`src/rtl/display_share_arbiter.sv`:
```
// Round-robin owner of the shared two-number display: picks one of four requesters,
// keeps it for a minimum dwell under contention, and feeds its numbers to the driver.
module display_share_arbiter #(
    parameter int NUM_WIDTH    = 16,
    parameter int DWELL_CYCLES = 100_000_000
) (
    input  logic                   Clk,
    input  logic                   Reset_n,
    input  logic [3:0]             Req,
    input  logic [4*NUM_WIDTH-1:0] ReqNumA,
    input  logic [4*NUM_WIDTH-1:0] ReqNumB,
    input  logic                   Hold,
    output logic [3:0]             Grant,
    output logic [3:0]             Ack,
    output logic [NUM_WIDTH-1:0]   NumberA,
    output logic [NUM_WIDTH-1:0]   NumberB,
    output logic [1:0]             Owner,
    output logic                   OwnerValid
);

    localparam int CW = (DWELL_CYCLES > 2) ? $clog2(DWELL_CYCLES) : 1;
    localparam logic [CW-1:0] CNT_MAX = CW'(DWELL_CYCLES - 1);

    typedef enum logic {IDLE, SHOW} state_t;

    state_t                 state_q, state_d;
    logic [1:0]             owner_q, owner_d;
    logic [CW-1:0]          cnt_q, cnt_d;
    logic [3:0]             ack_q, ack_d;
    logic [NUM_WIDTH-1:0]   numa_q, numa_d;
    logic [NUM_WIDTH-1:0]   numb_q, numb_d;

    logic [2:0]             pick_any;
    logic [2:0]             pick_other;
    logic                   grant_evt;
    logic [1:0]             new_owner;

    // Returns {found, index}; the owner itself is only a candidate when incl_self is set.
    function automatic logic [2:0] rr_pick(input logic [3:0] req, input logic [1:0] base,
                                           input logic incl_self);
        logic [2:0] res;
        logic [1:0] idx;
        res = {1'b0, base};
        for (int k = 4; k >= 1; k--) begin
            idx = base + k[1:0];
            if (req[idx] && (k != 4 || incl_self)) begin
                res = {1'b1, idx};
            end
        end
        return res;
    endfunction

    function automatic logic [NUM_WIDTH-1:0] slice(input logic [4*NUM_WIDTH-1:0] v,
                                                  input logic [1:0] i);
        logic [NUM_WIDTH-1:0] s;
        case (i)
            2'd0:    s = v[0*NUM_WIDTH +: NUM_WIDTH];
            2'd1:    s = v[1*NUM_WIDTH +: NUM_WIDTH];
            2'd2:    s = v[2*NUM_WIDTH +: NUM_WIDTH];
            default: s = v[3*NUM_WIDTH +: NUM_WIDTH];
        endcase
        return s;
    endfunction

    always_ff @(posedge Clk or negedge Reset_n) begin
        if (!Reset_n) begin
            state_q <= IDLE;
            owner_q <= 2'd3;
            cnt_q   <= '0;
            ack_q   <= '0;
            numa_q  <= '0;
            numb_q  <= '0;
        end else begin
            state_q <= state_d;
            owner_q <= owner_d;
            cnt_q   <= cnt_d;
            ack_q   <= ack_d;
            numa_q  <= numa_d;
            numb_q  <= numb_d;
        end
    end

    always_comb begin
        pick_any   = rr_pick(Req, owner_q, 1'b1);
        pick_other = rr_pick(Req, owner_q, 1'b0);
        state_d    = state_q;
        owner_d    = owner_q;
        cnt_d      = cnt_q;
        ack_d      = '0;
        numa_d     = numa_q;
        numb_d     = numb_q;
        grant_evt  = 1'b0;
        new_owner  = owner_q;

        case (state_q)
            IDLE: begin
                if (pick_any[2]) begin
                    grant_evt = 1'b1;
                    new_owner = pick_any[1:0];
                end
            end
            default: begin
                numa_d = slice(ReqNumA, owner_q);
                numb_d = slice(ReqNumB, owner_q);
                // Hold freezes both ownership and the dwell count, even on owner drop.
                if (!Hold) begin
                    if (!Req[owner_q]) begin
                        if (pick_other[2]) begin
                            grant_evt = 1'b1;
                            new_owner = pick_other[1:0];
                        end else begin
                            state_d = IDLE;
                        end
                    end else if (cnt_q == CNT_MAX) begin
                        if (pick_other[2]) begin
                            grant_evt = 1'b1;
                            new_owner = pick_other[1:0];
                        end else begin
                            cnt_d = '0;
                        end
                    end else begin
                        cnt_d = cnt_q + 1'b1;
                    end
                end
            end
        endcase

        if (grant_evt) begin
            state_d = SHOW;
            owner_d = new_owner;
            cnt_d   = '0;
            ack_d   = 4'b0001 << new_owner;
            numa_d  = slice(ReqNumA, new_owner);
            numb_d  = slice(ReqNumB, new_owner);
        end
    end

    always_comb begin
        Grant      = (state_q == SHOW) ? (4'b0001 << owner_q) : 4'b0000;
        OwnerValid = (state_q == SHOW);
        Ack        = ack_q;
        NumberA    = numa_q;
        NumberB    = numb_q;
        Owner      = owner_q;
    end

endmodule
```
`config.mk`:
```
export PLATFORM = sky130hd
export DESIGN_NAME = display_share_arbiter
export DESIGN_NICKNAME = d
export VERILOG_FILES = /design/src/rtl/display_share_arbiter.sv
export SDC_FILE = /design/constraint.sdc
export NUM_CORES = 1
export LEC_CHECK = 0
export CORE_MARGIN = 3
export CORE_UTILIZATION = 39
export DETAILED_ROUTE_END_ITERATION = 7
export DONT_BUFFER_PORTS = 1
export MAX_ROUTING_LAYER = met4
export SLEW_MARGIN = 20
export SYNTH_ARGS = -nofsm -noshare
export SYNTH_HDL_FRONTEND = slang
export SYNTH_SLANG_ARGS = --single-unit
```
`constraint.sdc`:
```
create_clock -name Clk -period 2.7 [get_ports Clk]
set_clock_uncertainty 0.05 [all_clocks]
set_input_delay 0.54 -clock Clk [delete_from_list [all_inputs] [get_ports Clk]]
set_output_delay 0.54 -clock Clk [all_outputs]
set_load 0.05 [all_outputs]
```
==> flow_metrics.py, run 1 <==
metrics = {
    "outcome": {
        "status": "complete, no violations",
    },
    "placed_design": {
        "dp_hpwl_mm": 11.3,
        "dpl_cell_area_um2": 5540,
        "io_buffers": 0,
        "place_congestion": 0.862,
    },
    "yosys": {
        "synth_ff_type": "dfrtp_1",
        "synth_edf_count": 0,
        "synth_area_per_cell_um2": 9.49,
        "yosysWarnings": 0,
        "syn-cell-area_um2": 5190,
        "synth.distinct_cells": 64,
        "syn_inst": 547,
        "syn_nets": 688,
        "ys_seq_area_share_pct": 31.9,
        "synthArstFlopShare_pct": 100,
        "ys_ff_latch": 66,
    },
    "final_layout": {
        "antenna_cells": 0,
        "syn_to_final_growth_pct": 21.1,
        "layout_common_cells": "dfrtp_1 (64), nand2_1 (53), nand3_1 (42), o21ai_0 (41), buf_4 (37)",
        "nNetsFinal": 704,
        "regArea_um2": 1660,
        "final_core_util_pct": 49.0,
        "fillCellCount": 1175,
        "multi_input_area_um2": 3440,
        "fin_area_um2": 6280,
        "final_common_cell": "dfrtp_1",
        "drive_above_1_share_pct": 32.6,
    },
    "timing": {
        "finalSetupTns_ns": 0,
        "worst_pin_slew_ns": 0.568,
        "holdWs_ns": 0.0260,
        "max_freq_ghz": 0.377,
        "slew_headroom_pct": 61.8,
        "rsz0062_at_grt": "yes",
        "fin_crit_sh_pct": 98.2,
        "finalSetupViolations": 0,
        "maxSlewViolCount": 0,
        "hold_viol": 0,
        "timing.final.crit_period_ns": 2.65,
    },
    "global_route": {
        "grt_pass1_vias": 4936,
        "grt_start_max_net_pins": 67,
        "gr-total-overflow": 0,
        "groute.usage.overall_pct": 22.6,
        "grt_pass1_wl_mm": 25.5,
        "grt_antenna_before_repair": 0,
    },
    "clock_network": {
        "cts_buffer_depth": 2,
        "root_buffer": "clkbuf_16",
        "cts.sinks": 66,
        "insertion_delay_ns": 0.33,
        "h-tree-depth": 3,
        "cts_inserted_buffers": 9,
        "cts_tree": "yes",
        "clk_pin_slew_ns": 0.05,
    },
    "floorplanning": {
        "start_util_pct": 40.5,
        "core-area_um2": 12800,
        "die_height_um": 121,
        "row_count": 41,
        "die_area_um2": 14700,
        "die_x_um": 121,
        "io_pins": 178,
    },
    "setup_path": {
        "r2r_end": "NumberA[2]$_DFFE_PN0P_",
        "worst_path_max_delay_cell": "dfstp_4",
        "rr_worst_depth": 10,
        "critPathMaxFanout": 8,
        "worstPathRequired_ns": 2.86,
        "startpoint": "Owner[1]$_DFFE_PN1N_",
        "worstSetupEndpoint": "NumberA[2]$_DFFE_PN0P_",
        "path_cells": "inv_4 > ha_4 > o21bai_1 > a32oi_2 > o21ai_4 > nor4_4 > buf_6 > buf_12 > mux2i_2 > o211ai_2",
        "max_stage_delay_ns": 0.65,
        "r2r-start": "Owner[1]$_DFFE_PN1N_",
        "critPathLaunchType": "register",
        "arrival_ns": 2.81,
        "end_kind": "register",
        "rrSetupSlack_ns": 0.05,
        "path_class": "reg -> reg",
    },
    "power_and_ir_drop": {
        "combPwrFrac_pct": 55.7,
        "swShare_pct": 48.7,
        "p_leak_nw": 2.43,
        "peakVddDrop_mv": 0.940,
        "pwr-share-clk_pct": 14.5,
        "powerDensity_nw_per_um2": 1300,
        "power.total_mw": 8.18,
        "power.internal_mw": 4.20,
        "switchingPower_mw": 3.99,
        "pwr-share-seq_pct": 29.8,
    },
    "flow_run": {
        "maxCapViolations": 0,
    },
    "routing": {
        "antenna_left": 0,
        "drt_wl_total_mm": 16.9,
        "drcViolationCount": 0,
        "firstDrtPassIters": 5,
        "drtIter0Drc": 487,
        "post_drt_wl_per_cell_um": 22.9,
        "dr_total_vias": 4754,
        "vias_per_cell": 6.42,
    },
    "hold_path": {
        "hold_path.class": "in -> async",
    },
}
==> synthesized netlist by cell type (2+ instances only) <==
master          n  share of area, %
xnor2_1         7               1.2
a21oi_1         5              0.48
mux2_2         34               7.4
xor2_1         10               1.7
nor2_1         28               2.0
buf_2           4              0.39
dfstp_2         2               1.0
clkbuf_1       30               2.2
mux4_2          2              0.87
buf_12          3               1.2
ha_1            6               1.4
nor4_1          3              0.36
o2bb2ai_1       2              0.34
mux2i_1        33               6.4
or2_2           5              0.60
nand3b_1        2              0.29
and2_1          4              0.48
nand4_1         4              0.48
a222oi_1       32               6.2
dfrtp_1        64                31
nand3_1        42               4.1
nand2_1        53               3.8
o211ai_1        4              0.58
and3_1          4              0.48
o31ai_1         2              0.29
dlygate4sd1_1   7               1.2
o21ai_0        41               4.0
buf_6           5               1.1
inv_1           4              0.29
nor3b_1         2              0.29
nand2b_1        2              0.24
o211ai_2       29               7.0
and4_2          2              0.39
a22oi_1        32               4.6
nor3_1          9              0.87
==> per-stage QoR <==
step,worst slack (ns),instances
global placement,0.0223,705
global route,-0.0466,740
finish,0.0495,740
floorplan,-0.0106,547
CTS,-0.00614,726
detailed placement,-0.0304,705
==> kinds of logic after synthesis <==
family / share of synthesized area (%)
multiplexers: 14.6
adder cells (fa/ha/maj): 1.45
flip-flops: 31.9
AO/OA/AOI/OAI: 25.8
AND/OR/NAND/NOR: 16.9
XOR/XNOR: 2.87
buffers and inverters: 6.56
==> power groups by stage <==
stage / Clock, mW / Combinational, mW / Sequential, mW
floorplan: 0 / 3.05 / 2.41
global placement: 0 / 3.91 / 2.45
CTS: 1.22 / 4.11 / 2.45
global route: 1.26 / 4.94 / 2.47
detailed placement: 0 / 4.02 / 2.46
finish: 1.19 / 4.56 / 2.44
==> cell type report <==
class                   instances  share of cell area, %
well taps                     172                   3.42
clock buffers                  14                   4.20
clock inverters                 2                  0.558
flip-flops and latches         66                   26.4
repair buffers                 56                   10.3
inverters                       4                  0.358
multi-input cells             426                   54.7
==> worst max-delay path: cells and delay by family (launching register included) <==
| family | cells | cell delay, ns |
|---|---|---|
| buf+inv | 3 | 0.43 |
| mux | 1 | 0.27 |
| fa+ha+maj | 1 | 0.24 |
| flops | 1 | 0.65 |
| simple gates | 1 | 0.28 |
| compound gates | 4 | 0.59 |
==> sequential cells by signal, summed over array words and instances (netlist names) <==
name        count
Ack             4
NumberA        16
NumberB        16
Owner           2
OwnerValid      1
cnt_q          27
==> worst min-delay path by stage <==
stage,cells after the start,from,to,slack [ns]
after floorplan,0,Reset_n,Ack[0]$_DFF_PN0_,0.19
after global placement,0,Reset_n,NumberA[0]$_DFFE_PN0P_,0.20
after detailed placement,0,Reset_n,NumberA[0]$_DFFE_PN0P_,0.20
after CTS,1,Reset_n,NumberA[0]$_DFFE_PN0P_,0.05
after global routing,1,Reset_n,NumberA[0]$_DFFE_PN0P_,0.03
final,1,Reset_n,NumberA[0]$_DFFE_PN0P_,0.03
==> repair_timing <==
action,4_1_cts,5_1_grt
pin swaps,3,4
cloned,0,5
endpoints found under the hold margin,66,0
resized for setup,4,38
hold buffers,1,0
buffers inserted,4,9
setup endpoints to repair,25,36
==> metal layers <==
metal  vias up  global-route usage, %  routed length, um
met3        20                   6.76               1740
met5         -                      -                  0
met1      2359                   26.1               6740
met4         0                   5.88                202
li1       2150                      -                  -
met2       225                   38.5               8260
No activity file was read; power rests on OpenSTA's default activity.
==> run 2, diff against run 1 <==
--- a/config.mk
+++ b/config.mk
@@ -5,11 +5,12 @@
 export SDC_FILE = /design/constraint.sdc
 export NUM_CORES = 1
 export LEC_CHECK = 0
+export BUFFER_PORTS_ARGS = -buffer_cell sky130_fd_sc_hd__buf_2
 export CORE_MARGIN = 3
 export CORE_UTILIZATION = 39
 export DETAILED_ROUTE_END_ITERATION = 7
-export DONT_BUFFER_PORTS = 1
 export MAX_ROUTING_LAYER = met4
+export PLACE_DENSITY = 0.67
 export SLEW_MARGIN = 20
 export SYNTH_ARGS = -nofsm -noshare
 export SYNTH_HDL_FRONTEND = slang
==> run 2 against run 1 <==
Die area stayed put. Clock-buffer cell count shrank 5. Sequential power decreased by 36%. Largest power group unchanged. Combinational power up 24%. Power is 2.2% higher. Critical path type unchanged. Register-to-register slack gained 0.03 ns. Sequential share of layout area decreased by 2.7 points. Setup slack better by 0.032 ns. Final area up 11%. Flip-flop and latch count did not move. Global-route usage grew 1.3 points.
==> flow_metrics.py, run 2 (same netlist as run 1, synthesis figures left out) <==
metrics = {
    "power_and_ir_drop": {
        "power.total_mw": 8.36,
        "powerDensity_nw_per_um2": 1190,
        "p_leak_nw": 3.09,
        "peakVddDrop_mv": 0.633,
    },
    "routing": {
        "post_drt_wl_per_cell_um": 19.8,
        "vias_per_cell": 6.04,
        "dr_total_vias": 5510,
        "antenna_left": 0,
        "drt_wl_total_mm": 18.1,
        "drtIter0Drc": 462,
        "drcViolationCount": 0,
        "firstDrtPassIters": 8,
    },
    "final_layout": {
        "final_core_util_pct": 54.6,
        "final_common_cell": "buf_2",
        "largest_reg_flops": 27,
        "drive_above_1_share_pct": 47.5,
        "fillCellCount": 1159,
        "regArea_um2": 1660,
        "nNetsFinal": 877,
        "multi_input_area_um2": 3390,
        "layout_common_cells": "buf_2 (177), dfrtp_1 (64), nand2_1 (52), nand3_1 (42), o21ai_0 (41)",
        "regMostFlops": "cnt_q",
        "syn_to_final_growth_pct": 35.0,
        "antenna_cells": 0,
    },
    "global_route": {
        "grt_pass1_vias": 5469,
        "grt_start_max_net_pins": 65,
        "gr-total-overflow": 0,
        "groute.usage.overall_pct": 23.9,
        "grt_antenna_before_repair": 0,
        "grt_pass1_wl_mm": 27.3,
    },
    "clock_network": {
        "h-tree-depth": 3,
        "root_buffer": "clkbuf_16",
        "cts.sinks": 66,
        "cts_buffer_depth": 2,
        "clk_pin_slew_ns": 0.06,
        "insertion_delay_ns": 0.34,
        "cts_inserted_buffers": 9,
        "cts_tree": "yes",
    },
    "setup_path": {
        "path_class": "reg -> reg",
        "worstPathRequired_ns": 2.86,
        "max_stage_delay_ns": 0.67,
        "critPathMostFrequentCell": "buf_6",
        "arrival_ns": 2.78,
        "path_cells": "mux4_2 > nand2_2 > a31oi_4 > buf_6 > nor4_4 > buf_6 > clkbuf_16 > mux2i_1 > o211ai_2",
        "critPathMaxFanout": 10,
        "end_kind": "register",
        "cp.buffers_inverters": 3,
        "worst_path_max_delay_cell": "dfstp_4",
        "crit_family": "multiplexers",
        "critPathLaunchType": "register",
    },
    "floorplanning": {
        "io_pins": 178,
        "die_height_um": 121,
        "core-area_um2": 12800,
        "row_count": 41,
        "start_util_pct": 40.5,
        "die_x_um": 121,
        "die_area_um2": 14700,
    },
    "timing": {
        "maxSlewViolCount": 0,
        "worst_slack_ns": 0.0819,
        "max_freq_ghz": 0.382,
        "worst_pin_slew_ns": 0.810,
        "slew_headroom_pct": 45.7,
        "timing.final.crit_period_ns": 2.62,
        "finalSetupViolations": 0,
        "fin_crit_sh_pct": 97.0,
        "holdWs_ns": 0.205,
        "hold_viol": 0,
        "rsz0062_at_grt": "yes",
    },
    "flow_run": {
        "maxCapViolations": 0,
    },
    "placed_design": {
        "place_congestion": 0.877,
        "dp_slack_ns": -0.0408,
        "dp_hpwl_mm": 12.5,
        "io_buffers": 177,
    },
    "hold_path": {
        "hold_path.class": "in -> async",
    },
    "outcome": {
        "status": "complete, no violations",
    },
}
==> run 2: where the power goes <==
part | switching, mW | internal (mW)
Sequential | 0.228 | 1.33
Combinational | 3.42 | 2.23
Clock | 0.447 | 0.712
==> run 2: metal layers <==
layer	GRT usage (%)	part of all wire, %	up-vias
met3	4.62	8.6	36
met5	-	0	-
met2	41.7	50	300
met1	28.1	39	2676
met4	6.86	2.4	0
li1	-	-	2498
==> run 2: timing repair <==
action,CTS,global route
pin swaps,3,5
endpoints found under the setup margin,20,34
resized for setup,0,28
hold buffers,0,0
cloned,1,3
buffers inserted,2,7
==> run 2: final timing paths <==
check,slack [ns],from,cells after the start,endpoint
max,0.08,Owner[0]$_DFFE_PN1N_,9,NumberA[1]$_DFFE_PN0P_
min,0.21,Reset_n,1,NumberA[4]$_DFFE_PN0P_
max reg2reg,0.08,Owner[0]$_DFFE_PN1N_,9,NumberA[1]$_DFFE_PN0P_
min reg2reg,0.46,cnt_q[3]$_DFFE_PN0P_,1,cnt_q[3]$_DFFE_PN0P_
max in group asynchronous,1.66,Reset_n,2,Owner[0]$_DFFE_PN1N_
min in group Clk,0.46,cnt_q[3]$_DFFE_PN0P_,1,cnt_q[3]$_DFFE_PN0P_
==> run 2: per-stage QoR <==
stage / cells / TNS, ns / instance area (um2)
finish: 913 / 0 / 7000
global route: 913 / -0.120 / 7000
CTS: 903 / 0 / 6740
detailed placement: 884 / -0.293 / 6410
global placement: 884 / -0.0757 / 6410
floorplan: 547 / -0.111 / 5260
==> run 2: area by class of cell <==
type / instances / area share [%]
Clock buffer: 9 / 3.22
Clock inverter: 7 / 1.00
Inverter: 4 / 0.357
Multi-Input combinational cell: 427 / 48.4
Sequential cell: 66 / 23.7
Tap cell: 172 / 3.07
Timing Repair Buffer: 228 / 20.3
==> run 3, diff against run 2 <==
--- a/config.mk
+++ b/config.mk
@@ -9,8 +9,8 @@
 export CORE_MARGIN = 3
 export CORE_UTILIZATION = 39
 export DETAILED_ROUTE_END_ITERATION = 7
-export MAX_ROUTING_LAYER = met4
 export PLACE_DENSITY = 0.67
+export RECOVER_POWER = 100
 export SLEW_MARGIN = 20
 export SYNTH_ARGS = -nofsm -noshare
 export SYNTH_HDL_FRONTEND = slang
==> run 3 against run 2 <==
The flow now finishes with violations (DRC, capacitance limit, slew limit). Core utilization shrank 0.69 points. Flip-flop and latch count stayed put. Routed wire length fell by 0.35%. Combinational power decreased by 3%. Global-route usage fell by 0.64 points. First-iteration DRC count is 11% higher. Die area unchanged. Via count fell by 0.20%. Critical path depth did not move. Clock-buffer cell count unchanged. Largest cell class unchanged. Highest routed layer unchanged.
==> flow_metrics.py, run 3 (same netlist as run 1, synthesis figures left out) <==
metrics = {
    "outcome": {
        "status": "finished, violations left",
        "violations": "DRC, capacitance limit, slew limit",
    },
    "clock_network": {
        "cts_buffer_depth": 2,
        "cts_inserted_buffers": 9,
        "h-tree-depth": 3,
        "root_buffer": "clkbuf_16",
        "clk_pin_slew_ns": 0.06,
        "cts_hold_buf": 0,
        "cts_tree": "yes",
        "insertion_delay_ns": 0.34,
        "cts.sinks": 66,
    },
    "routing": {
        "drcViolationCount": 19,
        "dr_total_vias": 5499,
        "drtIter0Drc": 513,
        "drt_wl_total_mm": 18.0,
        "firstDrtPassIters": 8,
        "post_drt_wl_per_cell_um": 19.8,
        "antenna_left": 0,
        "vias_per_cell": 6.04,
    },
    "setup_path": {
        "path_class": "reg -> reg",
        "r2r_end": "NumberB[0]$_DFFE_PN0P_",
        "max_stage_delay_ns": 0.66,
        "arrival_ns": 2.81,
        "rr_worst_depth": 9,
        "critPathLaunchType": "register",
        "worstPathRequired_ns": 2.86,
        "critPathMaxFanout": 10,
        "rrSetupSlack_ns": 0.05,
        "worst_path_max_delay_cell": "dfstp_4",
        "end_kind": "register",
        "r2r-start": "Owner[0]$_DFFE_PN1N_",
        "path_cells": "mux2_2 > buf_4 > a32oi_2 > o21ai_4 > nor4_4 > buf_6 > buf_12 > mux2i_2 > o211ai_1",
    },
    "final_layout": {
        "nNetsFinal": 874,
        "syn_to_final_growth_pct": 33.2,
        "antenna_cells": 0,
        "fin_area_um2": 6920,
        "regMostFlops": "cnt_q",
        "layout_common_cells": "buf_2 (137), dfrtp_1 (64), nand2_1 (53), nand3_1 (42), o21ai_0 (41)",
        "final_core_util_pct": 53.9,
        "largest_reg_flops": 27,
        "final_common_cell": "buf_2",
        "drive_above_1_share_pct": 41.9,
        "fin_cells": 910,
    },
    "timing": {
        "fin_crit_sh_pct": 98.1,
        "finalSetupTns_ns": 0,
        "slew_headroom_pct": -17.1,
        "timing.final.crit_period_ns": 2.65,
        "finalSetupViolations": 0,
        "rsz0062_at_grt": "yes",
        "worst_pin_slew_ns": 1.76,
        "max_freq_ghz": 0.378,
        "hold_viol": 0,
        "maxSlewViolCount": 30,
    },
    "flow_run": {
        "maxCapViolations": 1,
    },
    "placed_design": {
        "dp.cells": 884,
        "dp_hpwl_mm": 12.5,
        "dpl_cell_area_um2": 6410,
        "place_congestion": 0.863,
        "io_buffers": 177,
    },
    "floorplanning": {
        "io_pins": 178,
        "start_util_pct": 40.5,
        "die_area_um2": 14700,
        "die_x_um": 121,
        "core-area_um2": 12800,
        "row_count": 41,
        "die_height_um": 121,
    },
    "global_route": {
        "grt_antenna_before_repair": 0,
        "grt_start_max_net_pins": 65,
        "grt_pass1_wl_mm": 27.3,
        "groute.usage.overall_pct": 23.3,
        "grt_pass1_vias": 5463,
        "gr-total-overflow": 0,
    },
    "power_and_ir_drop": {
        "p_leak_nw": 2.93,
        "power.total_mw": 8.22,
        "powerDensity_nw_per_um2": 1190,
        "peakVddDrop_mv": 0.635,
    },
    "hold_path": {
        "min_path_cells": 1,
        "min_from": "cnt_q[3]$_DFFE_PN0P_",
        "hold_path.class": "reg -> reg",
        "min_to": "cnt_q[3]$_DFFE_PN0P_",
    },
}
run 3: area by class of cell:
class / instances / area [um2]
Clock buffer: 9 / 225
Sequential cell: 66 / 1660
Inverter: 4 / 22.5
Timing Repair Buffer: 225 / 1330
Tap cell: 172 / 215
Fill cell: 1179 / 5910
Multi-Input combinational cell: 427 / 3390
Clock inverter: 7 / 70.1
run 3: where the power goes:
part | total (mW) | internal (mW) | leakage [nW] | switching (mW)
clock network | 1.16 | 0.712 | 0.145 | 0.449
registers | 1.56 | 1.33 | 0.854 | 0.233
logic | 5.50 | 2.09 | 1.93 | 3.41
run 3: per-stage QoR:
step,setup slack [ns],hold WS [ns]
6_report,0.0513,0.461
2_1_floorplan,-0.0106,0.194
3_3_place_gp,-0.0158,0.443
4_1_cts,0.000134,0.222
3_5_place_dp,-0.0408,0.449
5_1_grt,-0.0325,0.478
run 3: critical path, delay by kind of cell (launching register included):
| family | cells | cell delay [ns] |
|---|---|---|
| simple gates | 1 | 0.29 |
| mux | 2 | 0.60 |
| buf+inv | 3 | 0.51 |
| compound gates | 3 | 0.39 |
| flops | 1 | 0.66 |
run 3: per-layer routing:
| layer | vias to the layer above | share of wire [%] | GRT usage (%) |
|---|---|---|---|
| li1 | 2502 | - | - |
| met1 | 2686 | 40 | 28.2 |
| met2 | 284 | 51 | 41.6 |
| met3 | 27 | 7.9 | 4.66 |
| met4 | 0 | 1.6 | 6.86 |
| met5 | - | 0 | 0 |
run 3: worst max path at each step:
stage | startpoint | end | slack [ns] | cells past startpoint
floorplan | Owner[0]$_DFFE_PN1N_ | NumberB[12]$_DFFE_PN0P_ | -0.01 | 11
global placement | Owner[0]$_DFFE_PN1N_ | NumberB[1]$_DFFE_PN0P_ | -0.02 | 7
detailed placement | Owner[0]$_DFFE_PN1N_ | NumberA[8]$_DFFE_PN0P_ | -0.04 | 7
CTS | cnt_q[10]$_DFFE_PN0P_ | NumberB[0]$_DFFE_PN0P_ | 0.0001 | 7
global route | Owner[0]$_DFFE_PN1N_ | NumberB[0]$_DFFE_PN0P_ | -0.03 | 9
finish | Owner[0]$_DFFE_PN1N_ | NumberB[0]$_DFFE_PN0P_ | 0.05 | 9
run 3: timing repair:
action,CTS,global route
buffers inserted,2,5
pin swaps,3,3
resized for setup,0,27
gates cloned,1,2
setup endpoints to repair,20,34
